[src/rtl/sp_cmd_dispatch.sv]
// SP custom-instruction dispatcher: decodes func7, pulses one unit command, returns that unit's result.
// Optional WAIT-state timeout is compiled in when SP_DISPATCH_TIMEOUT_EN is defined.
module sp_cmd_dispatch #(
    parameter int  DATA_W               = 32,
    parameter int  TIMEOUT_CYCLES       = 1024,
    localparam int SP_UNIT_RX_NCMDS     = 6,
    localparam int SP_UNIT_TX_NCMDS     = 7,
    localparam int SP_UNIT_COMMON_NCMDS = 3,
    localparam int SP_UNIT_ACP_NCMDS    = 6
) (
    input  logic                            clk,
    input  logic                            resetn,
    input  logic                            req_valid,
    output logic                            req_ready,
    input  logic [4:0]                      req_func7,
    input  logic [DATA_W-1:0]               req_rs1,
    input  logic [DATA_W-1:0]               req_rs2,
    output logic                            rsp_valid,
    input  logic                            rsp_ready,
    output logic [DATA_W-1:0]               rsp_data,
    output logic                            rsp_err,
    output logic [DATA_W-1:0]               op1,
    output logic [DATA_W-1:0]               op2,
    output logic [SP_UNIT_RX_NCMDS-1:0]     rx_cmd,
    output logic [SP_UNIT_TX_NCMDS-1:0]     tx_cmd,
    output logic [SP_UNIT_COMMON_NCMDS-1:0] common_cmd,
    output logic [SP_UNIT_ACP_NCMDS-1:0]    acp_cmd,
    input  logic                            rx_done,
    input  logic [DATA_W-1:0]               rx_result,
    input  logic                            tx_done,
    input  logic [DATA_W-1:0]               tx_result,
    input  logic                            common_done,
    input  logic [DATA_W-1:0]               common_result,
    input  logic                            acp_done,
    input  logic [DATA_W-1:0]               acp_result,
    output logic                            busy
);

    typedef enum logic [1:0] {S_IDLE, S_ISSUE, S_WAIT, S_RESP} state_e;
    typedef enum logic [1:0] {UNIT_RX, UNIT_TX, UNIT_COMMON, UNIT_ACP} unit_e;

    localparam logic [SP_UNIT_RX_NCMDS-1:0]     RX_ONE     = {{(SP_UNIT_RX_NCMDS-1){1'b0}}, 1'b1};
    localparam logic [SP_UNIT_TX_NCMDS-1:0]     TX_ONE     = {{(SP_UNIT_TX_NCMDS-1){1'b0}}, 1'b1};
    localparam logic [SP_UNIT_COMMON_NCMDS-1:0] COMMON_ONE = {{(SP_UNIT_COMMON_NCMDS-1){1'b0}}, 1'b1};
    localparam logic [SP_UNIT_ACP_NCMDS-1:0]    ACP_ONE    = {{(SP_UNIT_ACP_NCMDS-1){1'b0}}, 1'b1};

    if (TIMEOUT_CYCLES < 1) begin : g_bad_timeout
        $error("sp_cmd_dispatch: TIMEOUT_CYCLES must be at least 1");
    end

    state_e            state_q, state_d;
    unit_e             unit_q, unit_d;
    logic [2:0]        idx_q, idx_d;
    logic [DATA_W-1:0] op1_q, op1_d;
    logic [DATA_W-1:0] op2_q, op2_d;
    logic [DATA_W-1:0] rsp_data_q, rsp_data_d;
    logic              rsp_err_q, rsp_err_d;

    logic              dec_legal;
    logic [2:0]        dec_idx;
    logic              sel_done;
    logic [DATA_W-1:0] sel_result;

`ifdef SP_DISPATCH_TIMEOUT_EN
    localparam int CNT_W = $clog2(TIMEOUT_CYCLES + 1);
    logic [CNT_W-1:0] wait_cnt_q, wait_cnt_d;
    logic             timeout_hit;

    // Counter holds the number of WAIT cycles already spent; the last allowed one times out.
    assign timeout_hit = (wait_cnt_q == CNT_W'(TIMEOUT_CYCLES - 1));
`endif

    // RX and TX skip code 3 of their octet, so codes above it shift down by one.
    always_comb begin
        // NOTE: every always_comb output gets a default first so no path infers a latch.
        dec_legal = 1'b0;
        dec_idx   = req_func7[2:0];
        case (req_func7[4:3])
            2'b00: begin
                dec_legal = (req_func7[2:0] != 3'd3) && (req_func7[2:0] != 3'd7);
                dec_idx   = (req_func7[2:0] > 3'd3) ? req_func7[2:0] - 3'd1 : req_func7[2:0];
            end
            2'b01: begin
                dec_legal = (req_func7[2:0] != 3'd3);
                dec_idx   = (req_func7[2:0] > 3'd3) ? req_func7[2:0] - 3'd1 : req_func7[2:0];
            end
            2'b10:   dec_legal = (req_func7[2:0] < 3'd3);
            default: dec_legal = (req_func7[2:0] < 3'd6);
        endcase
    end

    always_comb begin
        sel_done   = 1'b0;
        sel_result = '0;
        case (unit_q)
            UNIT_RX:     begin sel_done = rx_done;     sel_result = rx_result;     end
            UNIT_TX:     begin sel_done = tx_done;     sel_result = tx_result;     end
            UNIT_COMMON: begin sel_done = common_done; sel_result = common_result; end
            default:     begin sel_done = acp_done;    sel_result = acp_result;    end
        endcase
    end

    always_comb begin
        rx_cmd     = '0;
        tx_cmd     = '0;
        common_cmd = '0;
        acp_cmd    = '0;
        if (state_q == S_ISSUE) begin
            case (unit_q)
                UNIT_RX:     rx_cmd     = RX_ONE << idx_q;
                UNIT_TX:     tx_cmd     = TX_ONE << idx_q;
                UNIT_COMMON: common_cmd = COMMON_ONE << idx_q;
                default:     acp_cmd    = ACP_ONE << idx_q;
            endcase
        end
    end

    always_comb begin
        state_d    = state_q;
        unit_d     = unit_q;
        idx_d      = idx_q;
        op1_d      = op1_q;
        op2_d      = op2_q;
        rsp_data_d = rsp_data_q;
        rsp_err_d  = rsp_err_q;
`ifdef SP_DISPATCH_TIMEOUT_EN
        wait_cnt_d = wait_cnt_q;
`endif
        case (state_q)
            S_IDLE: begin
                if (req_valid) begin
                    unit_d = unit_e'(req_func7[4:3]);
                    idx_d  = dec_idx;
                    op1_d  = req_rs1;
                    op2_d  = req_rs2;
                    if (dec_legal) begin
                        state_d = S_ISSUE;
                    end else begin
                        state_d    = S_RESP;
                        rsp_data_d = '0;
                        rsp_err_d  = 1'b1;
                    end
                end
            end
            S_ISSUE: begin
                state_d = S_WAIT;
`ifdef SP_DISPATCH_TIMEOUT_EN
                wait_cnt_d = '0;
`endif
            end
            S_WAIT: begin
                if (sel_done) begin
                    state_d    = S_RESP;
                    rsp_data_d = sel_result;
                    rsp_err_d  = 1'b0;
                end
`ifdef SP_DISPATCH_TIMEOUT_EN
                else if (timeout_hit) begin
                    state_d    = S_RESP;
                    rsp_data_d = '1;
                    rsp_err_d  = 1'b1;
                end else begin
                    wait_cnt_d = wait_cnt_q + CNT_W'(1);
                end
`endif
            end
            default: begin
                if (rsp_ready) begin
                    state_d = S_IDLE;
                end
            end
        endcase
    end

    always_ff @(posedge clk) begin
        // NOTE: sequential state uses non-blocking assignments so every flop samples pre-edge values.
        if (!resetn) begin
            state_q    <= S_IDLE;
            unit_q     <= UNIT_RX;
            idx_q      <= '0;
            op1_q      <= '0;
            op2_q      <= '0;
            rsp_data_q <= '0;
            rsp_err_q  <= 1'b0;
`ifdef SP_DISPATCH_TIMEOUT_EN
            wait_cnt_q <= '0;
`endif
        end else begin
            state_q    <= state_d;
            unit_q     <= unit_d;
            idx_q      <= idx_d;
            op1_q      <= op1_d;
            op2_q      <= op2_d;
            rsp_data_q <= rsp_data_d;
            rsp_err_q  <= rsp_err_d;
`ifdef SP_DISPATCH_TIMEOUT_EN
            wait_cnt_q <= wait_cnt_d;
`endif
        end
    end

    assign req_ready = (state_q == S_IDLE);
    assign busy      = (state_q != S_IDLE);
    assign rsp_valid = (state_q == S_RESP);
    assign rsp_data  = rsp_data_q;
    assign rsp_err   = rsp_err_q;
    assign op1       = op1_q;
    assign op2       = op2_q;

endmodule
[config.mk]
export PLATFORM = sky130hd
export DESIGN_NAME = sp_cmd_dispatch
export DESIGN_NICKNAME = d
export VERILOG_FILES = /design/src/rtl/sp_cmd_dispatch.sv
export SDC_FILE = /design/constraint.sdc
export NUM_CORES = 1
export LEC_CHECK = 0
export CAP_MARGIN = 20
export CORE_AREA = 2 2 127 129
export CTS_CLUSTER_SIZE = 25
export DETAILED_ROUTE_END_ITERATION = 8
export DIE_AREA = 0 0 129 131
export PLACE_DENSITY = 0.73
export SETUP_SLACK_MARGIN = 0.2
export SYNTH_ARGS = -nofsm -noshare
export SYNTH_HDL_FRONTEND = slang
export SYNTH_SLANG_ARGS = --single-unit
[constraint.sdc]
create_clock -name clk -period 2.65 [get_ports clk]
set_input_delay 0.53 -clock clk [delete_from_list [all_inputs] [get_ports clk]]
set_output_delay 0.53 -clock clk [all_outputs]
set_load 0.02 [all_outputs]
======== Word level (Yosys, flattened, before mapping) ========
Cells that the tools add are included.
cells by class
  magnitude comparators ................... 3
  shift operators ......................... 3
  reductions and logical operators ........ 12
  equal/unequal tests ..................... 12
  add/subtract/negate cells ............... 1
  mux-type cells .......................... 26
operators with widths
  kind                   number
  $mux W32               3
  $pmux W32 S3           1
  $pmux W32 S2           1
  $mux W6                4
  $mux W7                2
  $mux W3                4
  $eq A2 B2 Y1 const B   4
  $mux W2                4
  $shl A1 B3 Y7 const A  1
  $eq A2 B1 Y1 const B   3
  $logic_not A2 Y1       3
  $ne A2 B2 Y1 const B   3
  $pmux W1 S3            2
  $pmux W2 S3            1
  $shl A1 B3 Y6 const A  1
  $reduce_and A4 Y1      1
  $reduce_bool A2 Y1     2
  $reduce_bool A4 Y1     1
  $gt A3 B2 Y1 const B   1
  $lt A3 B2 Y1 const B   1
  $lt A3 B3 Y1 const B   1
  $mux W1                3
  $ne A3 B2 Y1 const B   1
  $ne A3 B3 Y1 const B   1
  8 further kinds        8
storage, ports and cells
  logic and storage cells ................. 64
  register bits ........................... 104
  output and inout bits ................... 122

======== Depth between registers and ports, before layout ========
Gate-level depths: netlist of the first run.
  depth in word-level cells ............... 6
  gate-level depth with buffers ........... 8

======== Worst setup path before layout of the first run ========
Ideal clock, no wire load.
  kind .................................... reg-to-output
  start ................................... register unit_q[1]
  end ..................................... output acp_cmd[0]
  setup slack ............................. 607 ps
  buffers on the path ..................... 2
  required time ........................... 2120 ps
  data arrival time ....................... 1513 ps
  cell stages (with the launch flop) ...... 6
  cell sequence ........................... dfxtp_1 -> buf_2 -> buf_1 -> nor2b_1 -> nand3_1 -> nor2_1
between the ends
  cells in the longest elaborated chain, start to end .. 4
ends and longest elaborated chain
  element                               line  text
  from (decl)                           52    unit_e unit_q, unit_d;
  from (signal assigned)                190   unit_q <= unit_d;
  $eq A2 B2 Y1 (tied with other cells)  109   case (unit_q)
  $reduce_or A3 Y1 (no line) (*)        n/a
  $mux W6 (*)                           109
  $mux W6 (*)                           108   if (state_q == S_ISSUE) begin
  to (decl)                             27    output logic [SP_UNIT_ACP_NCMDS-1:0] acp_cmd,
Mark *: on every way between the ends. The rest lies on a longest branch, timed or not.

======== Final worst setup path of the first run ========
  start ................................... register state_q[1]
  end ..................................... output req_ready
between the ends
  cells in the longest elaborated chain, start to end .. 1
ends and longest elaborated chain
  element                 line  text
  from (decl)             51    state_e state_q, state_d;
  from (signal assigned)  189   state_q <= state_d;
  $logic_not A2 Y1        202   assign req_ready = (state_q == S_IDLE);
  to (decl)               14    output logic req_ready,
Every way passes these cells.

==> flow_summary_export.csv, run 1 <==
group,metric,value,unit
cts,clockBufferDepth,2,
die,fp.dieArea,16900,um2
global_route,grt_first_pass_wirelength,25.6,mm
cts,cts_resized,23,
cts,cts_setup_buffers,0,
global_route,grt_max_degree,73,
worst_setup_path,worstSetupPathDepth,3,
power,clkPwrFrac,24.5,%
place,dp_cells,1080,
cts,cts_hold_buf,0,
detailed_routing,vias,5121,
detailed_routing,wl_per_cell,15.8,um
worst_setup_path,startpoint,"state_q[1]",
place,io_buffers,326,
power,total_power,5.73,mW
timing,setup_viol,0,
timing,fin_tns_setup,0,ns
power,vdd_drop_max,389,uV
die,die_h,131,um
global_route,track_usage,19.5,%
logic_synthesis,synthAdderAreaFrac,1.99,%
logic_synthesis,synth_top_family_by_area,"multiplexers",
logic_synthesis,muxShareOfSynthArea,21.8,%
layout,nFillCells,1420,
worst_setup_path,r2r-start,"unit_q[0]",
layout,layoutNonFillerInstCount,1100,
power,power_switching_share,35.5,%
place,post_dp_cell_area,8490,um2
die,core,15600,um2
layout,syn_to_final_growth,74.7,%
worst_setup_path,critPathLaunchType,"flip-flop",
worst_setup_path,worst-path-buf-inv,2,
timing,slew_headroom,47.2,%
logic_synthesis,ys_warn_count,0,
timing,setup_slack,0.338,ns
logic_synthesis,yosys.area_share.simple,19.4,%
global_route,met1_usage,22.2,%
layout,fin_area,8780,um2
timing,tightestPinTransition,0.791,ns
worst_setup_path,crit_path_cell_trace,"inv_1 > ha_2 > clkdlybuf4s50_1",
global_route,grt_use_met3,6.88,%
place,routabilityCongestion,0.754,
worst_setup_path,critPathCaptureType,"output pin",
timing,min_period,2.31,ns
die,initial_core_util,32.2,%
die,row_count,46,
logic_synthesis,seq_area_frac_synth,41.4,%
detailed_routing,drc_errors,0,
cts,cts_made_buffers,9,
global_route,grt_overflow_total,0,
timing,rsz0062_at_grt,"no",
timing,hold_viol,0,
logic_synthesis,synth_edf_count,0,
global_route,busiest_layer,"met2",
cts,cts_root_buffer,"clkbuf_16",
flow_run,max-cap-violations,0,
cts,cts.clk_slew.worst_paths,0.08,ns
worst_setup_path,r2r_end,"rsp_data[31]",
global_route,grt_pass1_vias,4902,
detailed_routing,wirelength,17.3,mm
die,die_w,129,um
place,dp_slack,0.0407,ns
logic_synthesis,syn_area,5030,um2
detailed_routing,viasPerCell,4.66,
power,comb_power_share,42.5,%
cts,cts_tree,"done",
status,status,"completed",
global_route,grt_antenna_before_repair,4,
cts,cts.sinks,104,
worst_setup_path,arrival,1.78,ns
timing,hold-worst-slack,0.453,ns
power,p_seq_share,33.1,%
layout,final_nets,1088,
power,leakage,3.18,nW
worst_setup_path,critical-path-top-delay-family,"buffers and inverters",
worst_setup_path,critPathMaxStageDelay,0.68,ns
timing,clock_skew,0.00506,ns
logic_synthesis,synth-xor-area-share,0.174,%
timing,max_freq,433,MHz
logic_synthesis,synth-compound-area-share,10.5,%
logic_synthesis,synth.distinct_cells,37,
cts,clkLatencyLatePin,0.35,ns
global_route,grt.met2_usage,33.6,%
logic_synthesis,synthArstFlopShare,0,%
timing,maxSlewViolCount,0,
cts,htreeDepth,3,
place,dpl.hpwl,13.1,mm
min_path,worst_hold_path_type,"flip-flop to flip-flop",
worst_setup_path,cp-endpoint,"req_ready",
logic_synthesis,ys_seq_elements,104,
worst_setup_path,crit_type,"flip-flop to output pin",
detailed_routing,ant_nets,0,
timing,fin_crit_sh,87.2,%
logic_synthesis,syn_nets,784,
power,p_int,3.69,mW
die,ios,327,
layout,post-route-util,56.3,%
power,powerDensity,652,nW/um2
power,netSwitchingPower,2.03,mW
detailed_routing,initialDrtViolationCount,205,
layout,drive_above_1_share,8.64,%
logic_synthesis,avgSynthCellArea,8.80,um2
logic_synthesis,synth_ff_type,"dfxtp_1",
detailed_routing,first_pass_iters,5,
worst_setup_path,cp_max_fo,8,
layout,multi_input_area,2720,um2
logic_synthesis,synthCells,571,
worst_setup_path,worstRegToRegCells,6,
worst_setup_path,critPathRequiredTime,2.12,ns
worst_setup_path,reg2reg_slack,0.65,ns
worst_setup_path,crit_slowest_cell,"clkdlybuf4s50_1",
layout,regArea,2080,um2
## worst min path at each step
stage / startpoint / end / slack, ns / cells past startpoint
CTS: op2[3] / op2[3] / 0.46 / 2
detailed placement: op2[3] / op2[3] / 0.45 / 2
global route: op1[7] / op1[7] / 0.47 / 2
finish: op2[12] / op2[12] / 0.45 / 2
floorplan: idx_q[1] / idx_q[1] / 0.51 / 2
global placement: op1[3] / op1[3] / 0.44 / 2
## placed cells by master (no fill, tap or decap), types with 2 or more instances in the layout
master,count
buf_4,6
mux2_2,3
clkbuf_16,9
ha_1,7
diode_2,4
buf_12,4
nand2b_1,3
dfxtp_1,102
mux4_2,32
nand3b_1,2
and2_1,2
clkdlybuf4s15_1,2
o221ai_2,2
clkdlybuf4s50_1,303
inv_1,8
dfxtp_2,2
clkbuf_2,3
dlygate4sd2_1,18
nand2_1,203
nand3_1,3
nor2_1,27
nor2b_1,3
inv_6,2
mux2i_1,34
a31oi_1,3
a211oi_1,3
a21oi_1,70
inv_8,2
## synth_stat cells, types with 2 or more instances
library cell,number,area (um2)
a211oi_1,3,22.5
a21oi_1,70,350
a31oi_1,3,18.8
and2_1,3,18.8
buf_1,5,18.8
buf_2,4,20.0
buf_6,4,45.0
clkbuf_1,29,109
dfxtp_1,104,2080
ha_1,8,100
inv_1,8,30.0
mux2_2,3,33.8
mux2i_1,34,340
mux4_2,32,721
nand2_1,204,766
nand2b_1,3,18.8
nand3_1,3,15.0
nand3b_1,2,15.0
nor2_1,27,101
nor2b_1,4,25.0
o221ai_2,2,30.0
## registers in the layout, indices dropped and copies added (netlist names)
register and cells:
rsp_err 1, unit_q 2, op2 32, op1 32, idx_q 3, rsp_data 32
state_q 2
## per-layer routing
metal,part of all wire [%],up-vias
li1,-,2549
met1,39,2344
met2,49,206
met3,9.9,22
met4,2.0,0
met5,0,-
## kinds of logic after synthesis
logic type      count (synthesis)
compound gates                 88
xor+xnor                        1
fa+ha+maj                       8
buf+inv                        52
flops                         104
mux                            69
simple gates                  249
## worst reg2reg max path, delay by kind of cell, from the launching register on
| kind | cells | cell delay (ns) |
|---|---|---|
| AOI/OAI and AO/OA | 2 | 0.37 |
| buffers and inverters | 2 | 0.49 |
| DFF | 1 | 0.43 |
| muxes | 2 | 0.58 |
## area by class of cell
type	instances	area share [%]
Antenna cell	4	0.114
Clock buffer	9	2.57
Tap cell	216	3.08
Inverter	9	0.385
Clock inverter	7	0.983
Multi-Input combinational cell	415	31.0
Sequential cell	104	23.7
Timing Repair Buffer	336	38.2
## power by group through the flow
stage / Clock (mW) / Sequential (mW) / Combinational [mW]
CTS: 1.45 / 1.90 / 2.47
detailed placement: 0 / 1.93 / 2.48
floorplan: 0 / 2.13 / 1.25
finish: 1.40 / 1.89 / 2.43
global placement: 0 / 1.92 / 2.47
global route: 1.50 / 1.92 / 2.64
Power figures use the tool's default switching activity.
==> inputs of run 2 (changes only) <==
- CORE_AREA: 2 2 127 129 -> unset
- CORE_ASPECT_RATIO: unset -> 2
- CORE_MARGIN: unset -> 2
- CORE_UTILIZATION: unset -> 33
- DIE_AREA: 0 0 129 131 -> unset
- PLACE_DENSITY: 0.73 -> 0.77
- SETUP_SLACK_MARGIN: 0.2 -> 0.1
- clock period: 2.65 -> 1.9 ns (I/O delays scaled with it)
==> flow_summary_export.csv, run 2 (synthesis gave the netlist of run 1 again) <==
group,metric,value,unit
worst_setup_path,critPathLaunchType,"flip-flop",
global_route,grt_max_degree,71,
place,dpl.hpwl,14.6,mm
timing,max_freq,547,MHz
min_path,worst_hold_path_type,"flip-flop to flip-flop",
detailed_routing,ant_nets,0,
cts,cts_tree,"done",
layout,drive_above_1_share,19.6,%
detailed_routing,drc_errors,0,
timing,min_period,1.83,ns
cts,htreeDepth,3,
status,status,"completed",
cts,clkLatencyLatePin,0.34,ns
power,vdd_drop_max,633,uV
power,comb_power_share,50.8,%
timing,rsz0062_at_grt,"yes",
timing,slew_headroom,76.9,%
power,p_seq_share,29.7,%
worst_setup_path,critPathMaxStageDelay,0.36,ns
timing,clock_skew,0.00610,ns
die,die_w,91.3,um
timing,tightestPinTransition,0.346,ns
die,initial_core_util,33.7,%
layout,layout_commonest_cell,"clkdlybuf4s50_1",
worst_setup_path,critPathRequiredTime,2.17,ns
detailed_routing,initialDrtViolationCount,144,
worst_setup_path,critical-path-top-delay-family,"buffers and inverters",
flow_run,max-cap-violations,0,
worst_setup_path,crit_type,"flip-flop to flip-flop",
detailed_routing,viasPerCell,4.91,
power,p_int,5.73,mW
power,netSwitchingPower,3.16,mW
die,core,14900,um2
cts,cts_made_buffers,9,
power,leakage,3.45,nW
global_route,grt_overflow_total,0,
worst_setup_path,crit_slowest_cell,"dfxtp_2",
power,powerDensity,937,nW/um2
die,ios,327,
cts,cts_root_buffer,"clkbuf_16",
global_route,grt_antenna_before_repair,3,
timing,setup_viol,0,
worst_setup_path,worst-path-buf-inv,4,
worst_setup_path,cp_max_fo,8,
layout,final_nets,1132,
worst_setup_path,critPathCaptureType,"flip-flop",
place,routabilityCongestion,0.831,
timing,fin_crit_sh,96.2,%
layout,fin_area,9480,um2
detailed_routing,first_pass_iters,5,
layout,syn_to_final_growth,88.6,%
detailed_routing,vias,5511,
layout,final_cell_mix,"clkdlybuf4s50_1, nand2_1, dfxtp_1",
global_route,grt_first_pass_wirelength,28.3,mm
place,io_buffers,326,
detailed_routing,wl_per_cell,17.3,um
timing,setup_slack,0.0731,ns
die,row_count,63,
cts,cts.sinks,104,
power,power_switching_share,35.6,%
global_route,track_usage,22.4,%
cts,cts_hold_buf,0,
worst_setup_path,crit_path_cell_trace,"buf_6 > inv_6 > ha_4 > nand2b_4 > o221ai_4 > o32ai_4 > buf_4 > buf_16 > mux2i_1",
worst_setup_path,arrival,2.09,ns
global_route,grt_pass1_vias,5469,
power,clkPwrFrac,19.4,%
timing,maxSlewViolCount,0,
cts,clockBufferDepth,2,
die,fp.dieArea,16300,um2
die,die_h,179,um
place,dp_slack,-0.501,ns
cts,cts.clk_slew.worst_paths,0.07,ns
place,post_dp_cell_area,8750,um2
detailed_routing,wirelength,19.4,mm
timing,hold_viol,0,
## run 2: layer usage
layer | GRT usage (%) | routed length [um]
met3 | 6.80 | 1390
met1 | 21.6 | 6580
met4 | 12.9 | 894
met5 | 0 | 0
met2 | 41.5 | 10600
## run 2: power groups by stage
stage / registers, mW / logic, mW / clock network, mW
floorplan: 2.98 / 1.81 / 0
global placement: 2.67 / 3.76 / 0
detailed placement: 2.68 / 3.80 / 0
CTS: 2.63 / 4.28 / 1.78
global route: 2.68 / 4.81 / 1.86
finish: 2.64 / 4.51 / 1.73
## run 2: what timing repair did
action	4_1_cts	5_1_grt
setup buffers	10	2
resized for setup	147	60
setup endpoints to repair	60	60
pin swaps	6	11
cloned	3	1
## run 2: cell type report
cell class,count,area (um2)
Antenna cell,3,7.51
Clock buffer,11,243
Clock inverter,5,32.5
Fill cell,1215,5420
Inverter,9,38.8
Multi-Input combinational cell,415,2960
Sequential cell,104,2090
Tap cell,195,244
Timing Repair Buffer,380,3860
## run 2: metrics by stage
step | hold WS (ns) | power (mW) | util [%] | cells | TNS (ns)
global route | 0.472 | 9.34 | 63.6 | 1122 | -0.00612
CTS | 0.455 | 8.70 | 62.0 | 1116 | 0
global placement | 0.440 | 6.43 | 58.7 | 1087 | -14.23
floorplan | 0.506 | 4.79 | - | 571 | 0
detailed placement | 0.445 | 6.48 | 58.7 | 1087 | -16.41
finish | 0.453 | 8.88 | 63.6 | 1122 | 0
## run 2: worst paths after layout
kind               from           end  slack (ns)  depth (start not counted)
min              op1[3]        op1[3]        0.45                          2
max          state_q[0]  rsp_data[19]        0.07                          9
max reg2reg  state_q[0]  rsp_data[19]        0.07                          9
min reg2reg      op1[3]        op1[3]        0.45                          2
## run 2: worst reg2reg max path, cell delays in order (launching register included)
cell      delay (ns)
dfxtp_2         0.36
buf_6           0.12
inv_6           0.04
ha_4            0.18
nand2b_4        0.10
o221ai_4        0.13
o32ai_4         0.30
buf_4           0.20
buf_16          0.13
mux2i_1         0.20
